### src/rtl/bichannel_responder_pkg.sv
// Shared definitions for the bidirectional channel responder: FSM state
// encoding, default parameter values and the turnaround counter width.
package bichannel_pkg;

  localparam int FLIT_W_DEF    = 32;
  localparam int DEPTH_DEF     = 4;
  localparam int GUARD_CYC_DEF = 2;
  localparam int HOLD_MAX_DEF  = 8;
  localparam int CNT_W         = 4;

  typedef enum logic [2:0] {
    ST_RX    = 3'd0,
    ST_REQ   = 3'd1,
    ST_TURN  = 3'd2,
    ST_TX    = 3'd3,
    ST_DRAIN = 3'd4
  } state_e;

  // Terminal count for a phase lasting n cycles, counted from zero.
  function automatic logic [CNT_W-1:0] cnt_last(input int n);
    return CNT_W'(n - 1);
  endfunction

endpackage

### src/rtl/bichannel_responder_flit_fifo.sv
// Receive flit FIFO: registered storage with wrap-bit pointers, so the head
// is always a stored entry and a push becomes visible one cycle later.
module flit_fifo #(
  parameter int FLIT_W = 32,
  parameter int DEPTH  = 4
) (
  input  logic              clk,
  input  logic              rst,
  input  logic              push,
  input  logic [FLIT_W-1:0] push_data,
  input  logic              pop,
  output logic              full,
  output logic              empty,
  output logic [FLIT_W-1:0] head
);

  localparam int AW = $clog2(DEPTH);
  localparam int PW = AW + 1;

  logic [PW-1:0]     wr_q, wr_d;
  logic [PW-1:0]     rd_q, rd_d;
  logic [FLIT_W-1:0] mem_q [DEPTH];
  logic [FLIT_W-1:0] mem_d [DEPTH];
  logic              do_push_s;
  logic              do_pop_s;

  // Same index with differing wrap bits means every slot is occupied.
  assign full      = (wr_q[AW] != rd_q[AW]) && (wr_q[AW-1:0] == rd_q[AW-1:0]);
  assign empty     = (wr_q == rd_q);
  assign do_push_s = push && !full;
  assign do_pop_s  = pop && !empty;
  assign head      = mem_q[rd_q[AW-1:0]];

  always_comb begin
    wr_d  = wr_q;
    rd_d  = rd_q;
    mem_d = mem_q;
    if (do_push_s) begin
      mem_d[wr_q[AW-1:0]] = push_data;
      wr_d                = wr_q + PW'(1);
    end else begin
      wr_d = wr_q;
    end
    if (do_pop_s) begin
      rd_d = rd_q + PW'(1);
    end else begin
      rd_d = rd_q;
    end
  end

  always_ff @(posedge clk or negedge rst) begin
    if (!rst) begin
      wr_q  <= '0;
      rd_q  <= '0;
      mem_q <= '{default: '0};
    end else begin
      wr_q  <= wr_d;
      rd_q  <= rd_d;
      mem_q <= mem_d;
    end
  end

endmodule

### src/rtl/bichannel_responder.sv
// Bidirectional channel end: negotiates ownership with the peer (peer wins
// ties), enforces turnaround guards and a hold limit, and buffers received flits.
module bichannel_responder
  import bichannel_pkg::*;
#(
  parameter int FLIT_W    = FLIT_W_DEF,
  parameter int DEPTH     = DEPTH_DEF,
  parameter int GUARD_CYC = GUARD_CYC_DEF,
  parameter int HOLD_MAX  = HOLD_MAX_DEF
) (
  input  logic              clk,
  input  logic              rst,
  input  logic              peer_output_req,
  input  logic              peer_release,
  input  logic              local_tx_req,
  input  logic              rx_valid,
  input  logic [FLIT_W-1:0] rx_flit,
  input  logic              out_ready,
  output logic              inout_select,
  output logic              output_req,
  output logic              tx_en,
  output logic              rx_ready,
  output logic              out_valid,
  output logic [FLIT_W-1:0] out_flit
);

  state_e           state_q, state_d;
  logic [CNT_W-1:0] cnt_q, cnt_d;
  logic             fifo_full_s;
  logic             fifo_empty_s;
  logic             push_s;
  logic             pop_s;

  // rst term keeps rx_ready low while reset is held even though state is RX.
  assign rx_ready  = (state_q == ST_RX) && !fifo_full_s && rst;
  assign out_valid = !fifo_empty_s;
  assign push_s    = rx_valid && rx_ready;
  assign pop_s     = out_valid && out_ready;

  always_comb begin
    state_d      = state_q;
    cnt_d        = cnt_q;
    inout_select = 1'b1;
    output_req   = 1'b0;
    tx_en        = 1'b0;
    case (state_q)
      ST_RX: begin
        cnt_d = '0;
        if (local_tx_req && !peer_output_req && !rx_valid) begin
          state_d = ST_REQ;
        end else begin
          state_d = ST_RX;
        end
      end
      ST_REQ: begin
        output_req = 1'b1;
        cnt_d      = '0;
        if (peer_output_req) begin
          state_d = ST_RX;
        end else if (peer_release) begin
          state_d = ST_TURN;
        end else begin
          state_d = ST_REQ;
        end
      end
      ST_TURN: begin
        inout_select = 1'b0;
        output_req   = 1'b1;
        if (cnt_q == cnt_last(GUARD_CYC)) begin
          state_d = ST_TX;
          cnt_d   = '0;
        end else begin
          cnt_d = cnt_q + CNT_W'(1);
        end
      end
      ST_TX: begin
        inout_select = 1'b0;
        output_req   = 1'b1;
        tx_en        = 1'b1;
        if (!local_tx_req || (cnt_q == cnt_last(HOLD_MAX))) begin
          state_d = ST_DRAIN;
          cnt_d   = '0;
        end else begin
          cnt_d = cnt_q + CNT_W'(1);
        end
      end
      ST_DRAIN: begin
        inout_select = 1'b0;
        if (cnt_q == cnt_last(GUARD_CYC)) begin
          state_d = ST_RX;
          cnt_d   = '0;
        end else begin
          cnt_d = cnt_q + CNT_W'(1);
        end
      end
      default: begin
        state_d = ST_RX;
        cnt_d   = '0;
      end
    endcase
  end

  // Reset drops ownership at once; no drain guard is applied.
  always_ff @(posedge clk or negedge rst) begin
    if (!rst) begin
      state_q <= ST_RX;
      cnt_q   <= '0;
    end else begin
      state_q <= state_d;
      cnt_q   <= cnt_d;
    end
  end

  flit_fifo #(
    .FLIT_W (FLIT_W),
    .DEPTH  (DEPTH)
  ) u_fifo (
    .clk       (clk),
    .rst       (rst),
    .push      (push_s),
    .push_data (rx_flit),
    .pop       (pop_s),
    .full      (fifo_full_s),
    .empty     (fifo_empty_s),
    .head      (out_flit)
  );

endmodule

### config.mk
export PLATFORM = sky130hd
export DESIGN_NAME = bichannel_responder
export DESIGN_NICKNAME = d
export VERILOG_FILES = /design/src/rtl/bichannel_responder_pkg.sv /design/src/rtl/bichannel_responder_flit_fifo.sv /design/src/rtl/bichannel_responder.sv
export SDC_FILE = /design/constraint.sdc
export NUM_CORES = 1
export LEC_CHECK = 0
export BUFFER_PORTS_ARGS = -buffer_cell sky130_fd_sc_hd__buf_2
export CAP_MARGIN = 0
export CORE_UTILIZATION = 61
export CTS_BUF_LIST = sky130_fd_sc_hd__clkbuf_8
export DETAILED_ROUTE_END_ITERATION = 6
export GPL_TIMING_DRIVEN = 0
export HOLD_SLACK_MARGIN = 0.06
export PLACE_DENSITY_LB_ADDON = 0.25
export SETUP_SLACK_MARGIN = 0.5
export SLEW_MARGIN = 20
export SYNTH_ARGS = -nofsm -noshare
export SYNTH_HDL_FRONTEND = slang
export SYNTH_SLANG_ARGS = --single-unit
### constraint.sdc
create_clock -name clk -period 2.7 [get_ports clk]
set_input_delay 0.135 -clock clk [delete_from_list [all_inputs] [get_ports clk]]
set_output_delay 0.135 -clock clk [all_outputs]
set_load 0.005 [all_outputs]
Word-level counts from Yosys, hierarchy flattened:

Index checks and enable logic that the tools add are counted.

* word-level logic and storage cells: 68
* flip-flop bits (word level): 141

* bitwise operators: 2
* reductions and logical operators: 21
* mux-type cells: 19
* add/sub/neg operators: 3
* equality and inequality tests: 12
* order comparisons: 3

Operator list (count)
* $bwmux 128: 1
* $mux 32: 3
* $bmux 32 s2: 1
* $demux 32 s2: 1
* $pmux 3 s5: 1
* $logic_and 1x1->1: 10
* $mux 3: 3
* $mux 4: 2
* $pmux 4 s2: 1
* $add 3x1->3 const B: 2
* $eq 3x2->1 const B: 2
* $ge 3x3->1 const B: 2
* $ne 2x2->1 const B: 3
* $not 2->3: 2
* $reduce_or 3->1: 2
* $logic_not 1->1: 5
* $add 4x1->4 const B: 1
* $eq 4x1->1 const B: 1
* $eq 4x3->1 const B: 1
* $mux 1: 4
* $mux 2: 2
* $eq 3x1->1 const B: 1
* $eq 3x3->1: 1
* $eq 3x3->1 const B: 1
* other kinds (7): 7

Longest topological paths before layout:

Gate-level depths: netlist (run 1).

* depth after elaboration: 7
* gate-level depth with buffers: 6
* depth with buffers taken out: 5

By module:

From an unflattened synthesis (run 1), not the netlist that was laid out.

* cells, all modules: 400
* area total of the unflattened synthesis: 6665.1 um^2

By module, submodules not included
* flit_fifo: seq. area each 3353.2 um^2, cells an instance 354, times used 1, area each 6242.2 um^2
* bichannel_responder: seq. area each 175.2 um^2, cells an instance 46, times used 1, area each 422.9 um^2

Least setup slack after synthesis (run 1):

No wires, ideal clock.

* path type: register to register
* start point: register state_q[2]
* end point: register u_fifo.mem_q[10] (netlist name)
* data arrival time: 2.087 ns
* buffers on the path: 3
* clock period less this slack: 2.212 ns
* cell stages (with the launch flop): 7
* setup slack: 0.488 ns
* cell sequence: dfrtp_1 > buf_6 > or4b_4 > buf_6 > a311oi_4 > buf_6 > mux2_4

* cells in the longest elaborated chain, start to end: 5

RTL lines
* start: declaration: line bichannel_responder.sv:27 `state_e state_q, state_d;`
* start signal: assignment: line bichannel_responder.sv:109 `state_q <= state_d;`
* $logic_not 3->1: line bichannel_responder.sv:35 `assign rx_ready = (state_q == ST_RX) && !fifo_full_s && rst;`
* $logic_and 1x1->1 (2 in series): line bichannel_responder.sv:35
* $logic_and 1x1->1: line bichannel_responder.sv:37 `assign push_s = rx_valid && rx_ready;`
* $logic_and 1x1->1: line bichannel_responder_flit_fifo.sv:30 `assign do_push_s = push && !full;`
* end signal: assignment: line bichannel_responder_flit_fifo.sv:59 `mem_q <= mem_d;`
* end: declaration: line bichannel_responder_flit_fifo.sv:22 `logic [FLIT_W-1:0] mem_q [DEPTH];`

Every way passes these cells.
A chain may end at the register's enable or synchronous reset.

Worst setup path in the final report (run 1):

* start point: register state_q[2]
* end point: register u_fifo.mem_q[114] (netlist name)

The elaborated chain is that of the path after synthesis.

==> impl_metrics.tcl, run 1 <==
set metrics [dict create \
    via_per_inst 5.94 \
    dp_hpwl_mm 8.22 \
    clk_pin_slew_worst_paths_ns 0.08 \
    netlist_area_um2 6560 \
    crit_start "state_q[2]" \
    design_area_um2 8740 \
    slowest_stage "or4b_4" \
    ff2ff_setup_slack_ns 0.41 \
    fillerInstances 488 \
    die_w_um 106 \
    wire_per_inst_um 23.6 \
    cts_tree "done" \
    cts_num_sinks 141 \
    first_iter_violations 166 \
    grt_max_degree 58 \
    nets 602 \
    setup_viol 0 \
    numCtsBuffers 17 \
    globalRouteMet3Util_pct 7.36 \
    wl_mm 16.6 \
    syn_nets 436 \
    fin_skew_ns 0.0106 \
    mostFrequentLayoutCell "dfrtp_1" \
    synth_cells 390 \
    maxCapViolations 0 \
    initial_core_util_pct 63.3 \
    critPathMostFrequentCell "buf_6" \
    synth_area_leaders "dfrtp_1 (54%), mux2_2 (12%), mux4_2 (11%)" \
    worst_setup_path_end_kind "register" \
    min_period_over_period_pct 84.7 \
    synth_edf_count 0 \
    critical_path.cell_chain "buf_6 > or4b_4 > buf_8 > a311oi_4 > buf_6 > buf_12 > mux2_2" \
    ys.flop_type "dfrtp_1" \
    cts.path.max_buffers 2 \
    crit_arrival_ns 2.62 \
    r2r_start "state_q[2]" \
    status "completed" \
    worstMarginPinSlew_ns 0.594 \
    first_pass_iters 4 \
    std_cell_rows 37 \
    drive_gt1_share_pct 56.5 \
    yosysTopAreaCellShare_pct 53.8 \
    vias 4182 \
    rr_endpoint "u_fifo.mem_q[114]" \
    fin_setup_tns_ns 0 \
    portBuffers 75 \
    dieHeight_um 106 \
    power_density_nw_per_um2 1110 \
    die-area_um2 11200 \
    max-vdd-ir-drop_mv 0.629 \
    slowest_delay_ns 0.53 \
    cts-root-buf "clkbuf_8" \
    final_hold_viol_count 0 \
    avgSynthCellArea_um2 16.8 \
    htree_levels 4 \
    use_met1_pct 35.4 \
    grt_use_total_pct 27.8 \
    start_kind "register" \
    design.core.area_um2 10400 \
    cp_max_fo 10 \
    first_global_vias 4507 \
    hold_path_class "in2reg" \
    layout_common_cells "dfrtp_1 (141), buf_2 (74), mux2_4 (70)" \
    busiest_layer "met2" \
    grt_pass1_wl_mm 23.0 \
    final.min_clock_period_ns 2.29 \
    boundaryPins 76 \
    max_freq_mhz 437 \
    p_leak_nw 4.01 \
    synth_cell_type_count 33 \
    n_antenna_cell 0 \
    drc 0 \
    maxSlewHeadroom_pct 60.4 \
    final_max_slew_viol_count 0 \
    reg2regPathDepth 7 \
    ant_nets 0 \
    critical_path_class "reg2reg" \
    cp-endpoint "u_fifo.mem_q[114]" \
    worstPathRequired_ns 3.03 \
    post_dp_cell_area_um2 7140 \
    yosys_warnings 0 \
    overflow 0 \
    syn2layout_area_growth_pct 33.2 \
    netlist.top_cell.by_area "dfrtp_1" \
    async_flop_share_pct 100 \
    antenna_found_initial 0 \
    rsz0062_at_grt "true" \
    grt_util_met2_pct 46.4 \
    gp_congestion 0.780 \
    synth_seq_cells 141 \
    utilization_pct 84.3 \
    insertion_delay_ns 0.45 \
    seq_area_frac_synth_pct 53.8 \
]
critical path, delay by kind of cell (launching register included):
kind / cells / cell delay (ns)
AND/OR/NAND/NOR: 1 / 0.53
buffers and inverters: 4 / 0.63
AO/OA/AOI/OAI: 1 / 0.26
multiplexers: 1 / 0.35
flip-flops: 1 / 0.38
cell usage after synthesis, types with 2 or more instances:
master / n
xor2_1: 4
nand3_1: 4
dfrtp_1: 141
a21oi_1: 5
mux2_1: 30
nand2_1: 7
buf_6: 14
xnor2_1: 5
ha_1: 7
xnor2_2: 2
mux2_4: 29
nor2_1: 3
inv_1: 6
a31oi_1: 4
a311oi_4: 4
buf_1: 3
mux2_2: 71
clkbuf_1: 5
mux4_2: 32
registers in the layout, summed over array words and instances (netlist names):
register	count
cnt_q	4
u_fifo.wr_q	3
state_q	3
u_fifo.rd_q	3
u_fifo.mem_q	128
how the worst min path moves through the flow:
stage                from               end  cells after the start
2_1_floorplan         rst          cnt_q[0]                      0
3_3_place_gp   rx_flit[1]  u_fifo.mem_q[33]                      2
3_5_place_dp          rst  u_fifo.mem_q[48]                      1
4_1_cts          rx_valid        state_q[0]                      4
5_1_grt          rx_valid    u_fifo.wr_q[0]                      4
6_report         rx_valid    u_fifo.wr_q[0]                      4
routing by layer:
layer  vias to the layer above  part of all wire [%]
li1                       1789                     -
met1                      2226                    41
met2                       132                    52
met3                        35                   4.5
met4                         0                   2.2
met5                         -                     0
cell families (layout without fill, tap and decap cells):
logic type | Yosys count | after routing | synth area share [%]
multiplexers | 163 | 163 | 35.1
flip-flops | 141 | 141 | 53.8
buffers and inverters | 29 | 207 | 3.28
AND/OR/NAND/NOR | 22 | 22 | 1.87
AO/OA/AOI/OAI | 17 | 17 | 2.94
XOR/XNOR | 11 | 11 | 1.70
adder cells (fa/ha/maj) | 7 | 7 | 1.33
power breakdown:
group | switching, mW | leakage [nW] | internal (mW)
sequential | 0.669 | 1.77 | 3.13
combinational | 1.80 | 2.06 | 2.74
clock | 0.778 | 0.182 | 0.624
total | 3.24 | 4.01 | 6.50
cell type report:
type | count | area [um^2] | share of cell area [%]
buffer | 23 | 347 | 3.97
timing repair buffer | 147 | 1360 | 15.5
sequential | 141 | 3530 | 40.4
clock buffer | 18 | 248 | 2.84
inverter | 6 | 22.5 | 0.258
clock inverter | 13 | 62.6 | 0.716
tap | 136 | 170 | 1.95
multi-input combinational | 220 | 3000 | 34.3
metrics by stage:
step	total power, mW	instances	worst slack, ns	hold slack, ns
after global routing	10.2	704	0.370	0.166
after floorplan	6.28	390	0.521	-0.161
after global placement	7.24	601	-1.73	0.391
final	9.74	704	0.413	0.178
after detailed placement	7.45	602	-0.184	0.0941
after CTS	9.09	694	0.463	0.0630
timing repair:
action,4_1_cts,5_1_grt
setup buffers,15,2
pin swaps,4,1
cloned,2,8
resized for setup,40,71
hold buffers,44,0
hold endpoints to repair,236,0
endpoints found under the setup margin,156,158
Note: power is estimated with default switching activity, not from simulation.
==> inputs of run 2 (changes only) <==
--- a/config.mk
+++ b/config.mk
@@ -5,9 +5,10 @@
 export SDC_FILE = /design/constraint.sdc
 export NUM_CORES = 1
 export LEC_CHECK = 0
+export ABC_AREA = 1
 export BUFFER_PORTS_ARGS = -buffer_cell sky130_fd_sc_hd__buf_2
 export CAP_MARGIN = 0
-export CORE_UTILIZATION = 61
+export CORE_UTILIZATION = 60
 export CTS_BUF_LIST = sky130_fd_sc_hd__clkbuf_8
 export DETAILED_ROUTE_END_ITERATION = 6
 export GPL_TIMING_DRIVEN = 0
==> constraint.sdc (replaced) <==
create_clock -name clk -period 2.2 [get_ports clk]
set_input_delay 0.11 -clock clk [delete_from_list [all_inputs] [get_ports clk]]
set_output_delay 0.11 -clock clk [all_outputs]
set_load 0.005 [all_outputs]
==> run 2 against run 1 <==
The flow now finishes with violations (negative hold slack). Die area increased by 1.1%. Critical endpoint is now out_flit[13]. Hold slack worse by 0.66 ns. First-iteration DRC count grew to 4.6 times the previous value. Synthesized cell count rose by 110%. Critical path depth fell by 1. Cell count rose by 63%. Sequential share of layout area barely moved. Highest routed layer unchanged. Global-route usage is 7.9 points higher. Count of clock-buffer cells in the layout up 1.
==> impl_metrics.tcl, run 2 <==
set metrics [dict create \
    status "finished, violations left" \
    violations "negative hold slack" \
    grt_max_degree 76 \
    cp_max_fo 10 \
    grt_use_total_pct 35.7 \
    synth_area_leaders "dfrtp_1 (54%), nand2_1 (24%), o21ai_0 (5.3%)" \
    wire_per_inst_um 19.6 \
    final_cells 1144 \
    synth_edf_count 0 \
    boundaryPins 76 \
    largest_register_ffs 128 \
    dieHeight_um 106 \
    maxSlewHeadroom_pct 74.1 \
    ant_nets 0 \
    max_freq_mhz 504 \
    numCtsBuffers 17 \
    std_cell_rows 37 \
    htree_levels 4 \
    layout_common_cells "nand2_1 (403), dfrtp_1 (140), buf_2 (75)" \
    max-vdd-ir-drop_mv 0.764 \
    fillerInstances 564 \
    via_per_inst 6.02 \
    syn_nets 868 \
    grt_util_met2_pct 58.0 \
    p_leak_nw 4.61 \
    fin_skew_ns 0.0124 \
    drive_gt1_share_pct 22.1 \
    dpl.cell_count 1034 \
    globalRouteMet3Util_pct 8.15 \
    first_global_vias 6271 \
    post-place-ws_ns -0.178 \
    avgSynthCellArea_um2 7.93 \
    cts_num_sinks 141 \
    first_iter_violations 757 \
    mostFrequentLayoutCell "nand2_1" \
    synth.most_common_cell "nand2_1" \
    worst_hold_slack_ns -0.480 \
    critical_path_class "reg2out" \
    die_w_um 106 \
    cts_hold_buf 35 \
    crit_arrival_ns 1.87 \
    drc 0 \
    yosys_warnings 0 \
    first_pass_iters 6 \
    netlist_area_um2 6520 \
    cts.path.max_buffers 2 \
    die-area_um2 11300 \
    design.core.area_um2 10400 \
    synth_cell_type_count 24 \
    hold_path_class "in2async" \
    vias 6888 \
    power_density_nw_per_um2 1500 \
    seq_area_frac_synth_pct 54.1 \
    insertion_delay_ns 0.48 \
    worstPathRequired_ns 2.09 \
    cts_tree "done" \
    reg_top3 "u_fifo.mem_q (128), cnt_q (4)" \
    cts-root-buf "clkbuf_8" \
    multi_input_area_um2 2770 \
    ys.flop_type "dfrtp_1" \
    n_antenna_cell 0 \
    yosysTopAreaCellShare_pct 54.1 \
    grt_pass1_wl_mm 30.4 \
    worst_setup_path_end_kind "primary output" \
    final.min_clock_period_ns 1.98 \
    overflow 0 \
    netlist.top_cell.by_area "dfrtp_1" \
    initial_core_util_pct 62.6 \
    synthTopCellsByCount "nand2_1 (409), dfrtp_1 (141), nor2_1 (75)" \
    final_hold_viol_count 141 \
    synth_seq_cells 141 \
    min_period_over_period_pct 90.2 \
    antenna_found_initial 0 \
    nets 1041 \
    gp_congestion 0.826 \
    setup_viol 0 \
    utilization_pct 84.0 \
    rsz0062_at_grt "true" \
    worstMarginPinSlew_ns 0.389 \
    busiest_layer "met2" \
    portBuffers 75 \
    clk_pin_slew_worst_paths_ns 0.08 \
    final_max_slew_viol_count 0 \
    wl_mm 22.4 \
    dp_hpwl_mm 11.4 \
    seq_area_um2 3530 \
    regMostFlops "u_fifo.mem_q" \
    synth_cells 822 \
    syn2layout_area_growth_pct 34.2 \
    setup_slack_ns 0.216 \
    start_kind "register" \
    async_flop_share_pct 100 \
    use_met1_pct 45.0 \
    maxCapViolations 0 \
]
[run 2: changes by cell type after synthesis, sizes merged, moves of 4 or more]
| cell | delta |
|---|---|
| a21oi | -4 |
| o21ai | +69 |
| mux4 | -32 |
| xnor2 | -4 |
| nand2 | +402 |
| mux2 | -130 |
| nor2 | +78 |
| o22ai | +32 |
| inv | +13 |
| clkbuf | +24 |
| a311oi | -5 |
| nand4 | +4 |
[run 2: worst max-delay path, cell delays in order (launching register included)]
cell and delay [ns]:
dfrtp_1 0.43, inv_2 0.11, clkbuf_16 0.20, clkbuf_16 0.18, o21ai_0 0.09, o22ai_1 0.22, buf_2 0.17
[run 2: report_power, final]
group          internal, mW  leakage (nW)  switching, mW
Clock                  1.17         0.216           1.04
Sequential             3.77          1.79          0.806
Combinational          2.78          2.61           3.53
[run 2: path summary, 6_finish.rpt]
path	slack [ns]	endpoint	depth (start not counted)	start
setup / recovery	0.22	out_flit[13]	6	u_fifo.rd_q[0]
hold / removal	-0.48	cnt_q[3]	1	rst
setup reg to reg	0.30	u_fifo.mem_q[120]	11	u_fifo.rd_q[0]
hold reg to reg	0.48	u_fifo.mem_q[69]	2	u_fifo.mem_q[69]
max in group asynchronous	1.99	u_fifo.mem_q[114]	2	rst
min in group clk	0.08	state_q[1]	4	peer_output_req
[run 2: kinds of logic (layout without fill, tap and decap cells)]
kind of cell,count (synthesis),count (layout),share of synthesized area [%]
xor+xnor,6,6,0.806
compound gates,105,105,8.77
fa+ha+maj,7,7,1.34
simple gates,500,500,29.9
buf+inv,63,249,5.06
flops,141,141,54.1
[run 2: final cells by class]
class | instances | share of cell area, %
flip-flops and latches | 141 | 40.3
multi-input cells | 618 | 31.6
repair buffers | 154 | 14.1
plain buffers | 44 | 6.49
clock buffers | 19 | 2.99
well taps | 136 | 1.94
clock inverters | 13 | 1.70
inverters | 19 | 0.843
[run 2: what timing repair did]
action / CTS / global route
resized for setup: 98 / 78
endpoints found under the setup margin: 154 / 161
hold endpoints to repair: 200 / 141
buffers inserted: 13 / 17
pin swaps: 7 / 10
gates cloned: 2 / 11
[run 2: per-stage QoR]
stage | hold slack (ns) | area [um^2] | setup TNS [ns] | total power, mW
6_report | -0.480 | 8750 | 0 | 13.1
5_1_grt | -0.459 | 8750 | 0 | 13.7
4_1_cts | -0.402 | 8280 | 0 | 12.0
3_5_place_dp | 0.0957 | 7110 | -14.15 | 9.11
3_3_place_gp | 0.352 | 7070 | -335.07 | 8.85
2_1_floorplan | -0.186 | 6520 | 0 | 7.34
[run 2: layer usage]
layer  share of wire (%)  vias to the layer above
met4                 5.5                        0
met3                  11                      131
li1                    -                     2946
met2                  48                      567
met5                   0                        -
met1                  35                     3244
==> inputs of run 3 (changes only) <==
--- a/config.mk
+++ b/config.mk
@@ -12,9 +12,8 @@
 export CTS_BUF_LIST = sky130_fd_sc_hd__clkbuf_8
 export DETAILED_ROUTE_END_ITERATION = 6
 export GPL_TIMING_DRIVEN = 0
-export HOLD_SLACK_MARGIN = 0.06
 export PLACE_DENSITY_LB_ADDON = 0.25
-export SETUP_SLACK_MARGIN = 0.5
+export SETUP_SLACK_MARGIN = 0.15
 export SLEW_MARGIN = 20
 export SYNTH_ARGS = -nofsm -noshare
 export SYNTH_HDL_FRONTEND = slang
==> run 3 against run 2 <==
The flow still finishes with violations (negative hold slack). Cell count fell by 3.8%. Global-route usage fell by 2.2 points. Worst setup slack got worse by 0.012 ns. Largest power group unchanged. Highest routed layer unchanged. Clock skew rose by 0.00071 ns. Maximum frequency fell by 0.61%. Hold slack improved by 0.073 ns. Sequential power fell by 3%. Power fell by 12%. Count of clock-buffer cells in the layout did not move. Wire length fell by 21%.
==> impl_metrics.tcl, run 3 (same netlist as run 2, synthesis figures left out) <==
set metrics [dict create \
    status "finished, violations left" \
    violations "negative hold slack" \
    min_period_over_period_pct 90.7 \
    max-vdd-ir-drop_mv 0.730 \
    numCtsBuffers 17 \
    slowest_stage "dfrtp_2" \
    initial_core_util_pct 62.6 \
    first_pass_iters 5 \
    cp_max_fo 10 \
    met1_length_mm 7.26 \
    worst_hold_slack_ns -0.407 \
    grt_pass1_wl_mm 28.8 \
    dpl.cell_count 1034 \
    maxCapViolations 0 \
    post_dp_cell_area_um2 7110 \
    design_area_um2 7930 \
    dr.max_layer_used "met4" \
    regMostFlops "u_fifo.mem_q" \
    reg2regPathDepth 6 \
    cts-root-buf "clkbuf_8" \
    power_density_nw_per_um2 1460 \
    worst_setup_path_end_kind "primary output" \
    boundaryPins 76 \
    portBuffers 75 \
    first_iter_violations 644 \
    ant_nets 0 \
    via_per_inst 5.62 \
    met2_length_mm 8.67 \
    ff2ff_setup_slack_ns 0.21 \
    setup_slack_ns 0.204 \
    vias 6179 \
    design.core.area_um2 10400 \
    maxSlewHeadroom_pct 61.8 \
    cts_num_sinks 141 \
    hold_path_class "in2async" \
    slowest_delay_ns 0.48 \
    reg_top3 "u_fifo.mem_q (128), cnt_q (4)" \
    first_global_vias 6036 \
    std_cell_rows 37 \
    largest_register_ffs 128 \
    overflow 0 \
    cp_top_family "buffers and inverters" \
    rr_endpoint "u_fifo.mem_q[119]" \
    wl_mm 17.6 \
    wire_per_inst_um 16.0 \
    n_antenna_cell 0 \
    gp_congestion 0.826 \
    final_max_slew_viol_count 0 \
    final_cells 1100 \
    rsz0062_at_grt "true" \
    mostFrequentLayoutCell "nand2_1" \
    cts_tree "done" \
    p_leak_nw 4.23 \
    final.min_clock_period_ns 2.00 \
    crit_arrival_ns 1.89 \
    post-place-ws_ns -0.178 \
    clk_pin_slew_worst_paths_ns 0.08 \
    start_kind "register" \
    layout_common_cells "nand2_1 (409), dfrtp_1 (140), buf_2 (78)" \
    max_freq_mhz 501 \
    nets 997 \
    grt_use_total_pct 33.5 \
    drive_gt1_share_pct 16.2 \
    worstPathRequired_ns 2.09 \
    critical_path_class "reg2out" \
    wl_met3_mm 1.32 \
    r2r_start "u_fifo.rd_q[1]" \
    path_buf_inv 2 \
    insertion_delay_ns 0.46 \
    worstMarginPinSlew_ns 0.573 \
    setup_viol 0 \
    die_w_um 106 \
    htree_levels 4 \
    antenna_found_initial 0 \
    critical_path.cell_chain "buf_1 > o21ai_0 > o22ai_1 > buf_2" \
    drc 0 \
    syn2layout_area_growth_pct 21.6 \
    fin_skew_ns 0.0131 \
    grt_max_degree 76 \
    dp_hpwl_mm 11.4 \
    die-area_um2 11300 \
    cts.path.max_buffers 2 \
    cts_hold_buf 34 \
    dieHeight_um 106 \
    final_hold_viol_count 67 \
]
[run 3: cell types whose count changed in the layout (fill, tap and decap cells not counted), moves of 6 or more]
| cell | previous run | this run |
|---|---|---|
| clkbuf_16 | 9 | 0 |
| clkbuf_2 | 0 | 15 |
| buf_6 | 19 | 13 |
| buf_8 | 9 | 1 |
| o21ai_0 | 45 | 69 |
| nand2_1 | 403 | 409 |
| clkbuf_4 | 11 | 5 |
| o21ai_1 | 20 | 0 |
| buf_4 | 28 | 2 |
[run 3: metal layers]
layer | GRT usage (%) | vias up
met3 | 7.85 | 47
li1 | - | 2851
met1 | 43.4 | 2987
met4 | 13.0 | 0
met5 | 0 | -
met2 | 54.7 | 294
[run 3: worst max-delay path by stage]
stage                         startpoint                 to  cells past startpoint
final                     u_fifo.rd_q[1]        out_flit[0]                      4
after global placement               rst  u_fifo.mem_q[107]                      7
after global routing      u_fifo.rd_q[1]  u_fifo.mem_q[113]                      6
after detailed placement             rst  u_fifo.mem_q[113]                      8
after floorplan               state_q[1]   u_fifo.mem_q[10]                      8
after CTS                 u_fifo.rd_q[1]  u_fifo.mem_q[113]                      6
[run 3: layout make-up]
type | instances | area, um^2
multi-input cells | 618 | 2660
flip-flops and latches | 141 | 3530
repair buffers | 110 | 753
well taps | 136 | 170
plain buffers | 44 | 333
clock buffers | 19 | 262
fillers | 767 | 2480
clock inverters | 13 | 149
inverters | 19 | 71.3
[run 3: power breakdown]
| group | switching [mW] | internal (mW) |
|---|---|---|
| Sequential | 0.694 | 3.77 |
| Combinational | 2.91 | 1.99 |
| Clock | 1.02 | 1.17 |
| Total | 4.62 | 6.93 |
[run 3: stage by stage]
stage	hold slack (ns)	total power [mW]	setup TNS, ns	util [%]
2_1_floorplan	-0.186	7.34	0	-
3_3_place_gp	0.352	8.85	-335.07	67.9
3_5_place_dp	0.0957	9.11	-14.15	68.2
4_1_cts	-0.402	11.5	0	75.9
5_1_grt	-0.390	12.3	0	76.1
6_report	-0.407	11.5	0	76.1
[run 3: what timing repair did]
| item | CTS | global route |
|---|---|---|
| buffers inserted | 0 | 0 |
| gates cloned | 0 | 0 |
| endpoints found under the hold margin | 197 | 67 |
| pin swaps | 0 | 1 |
| setup endpoints to repair | 33 | 110 |
| resized for setup | 28 | 28 |
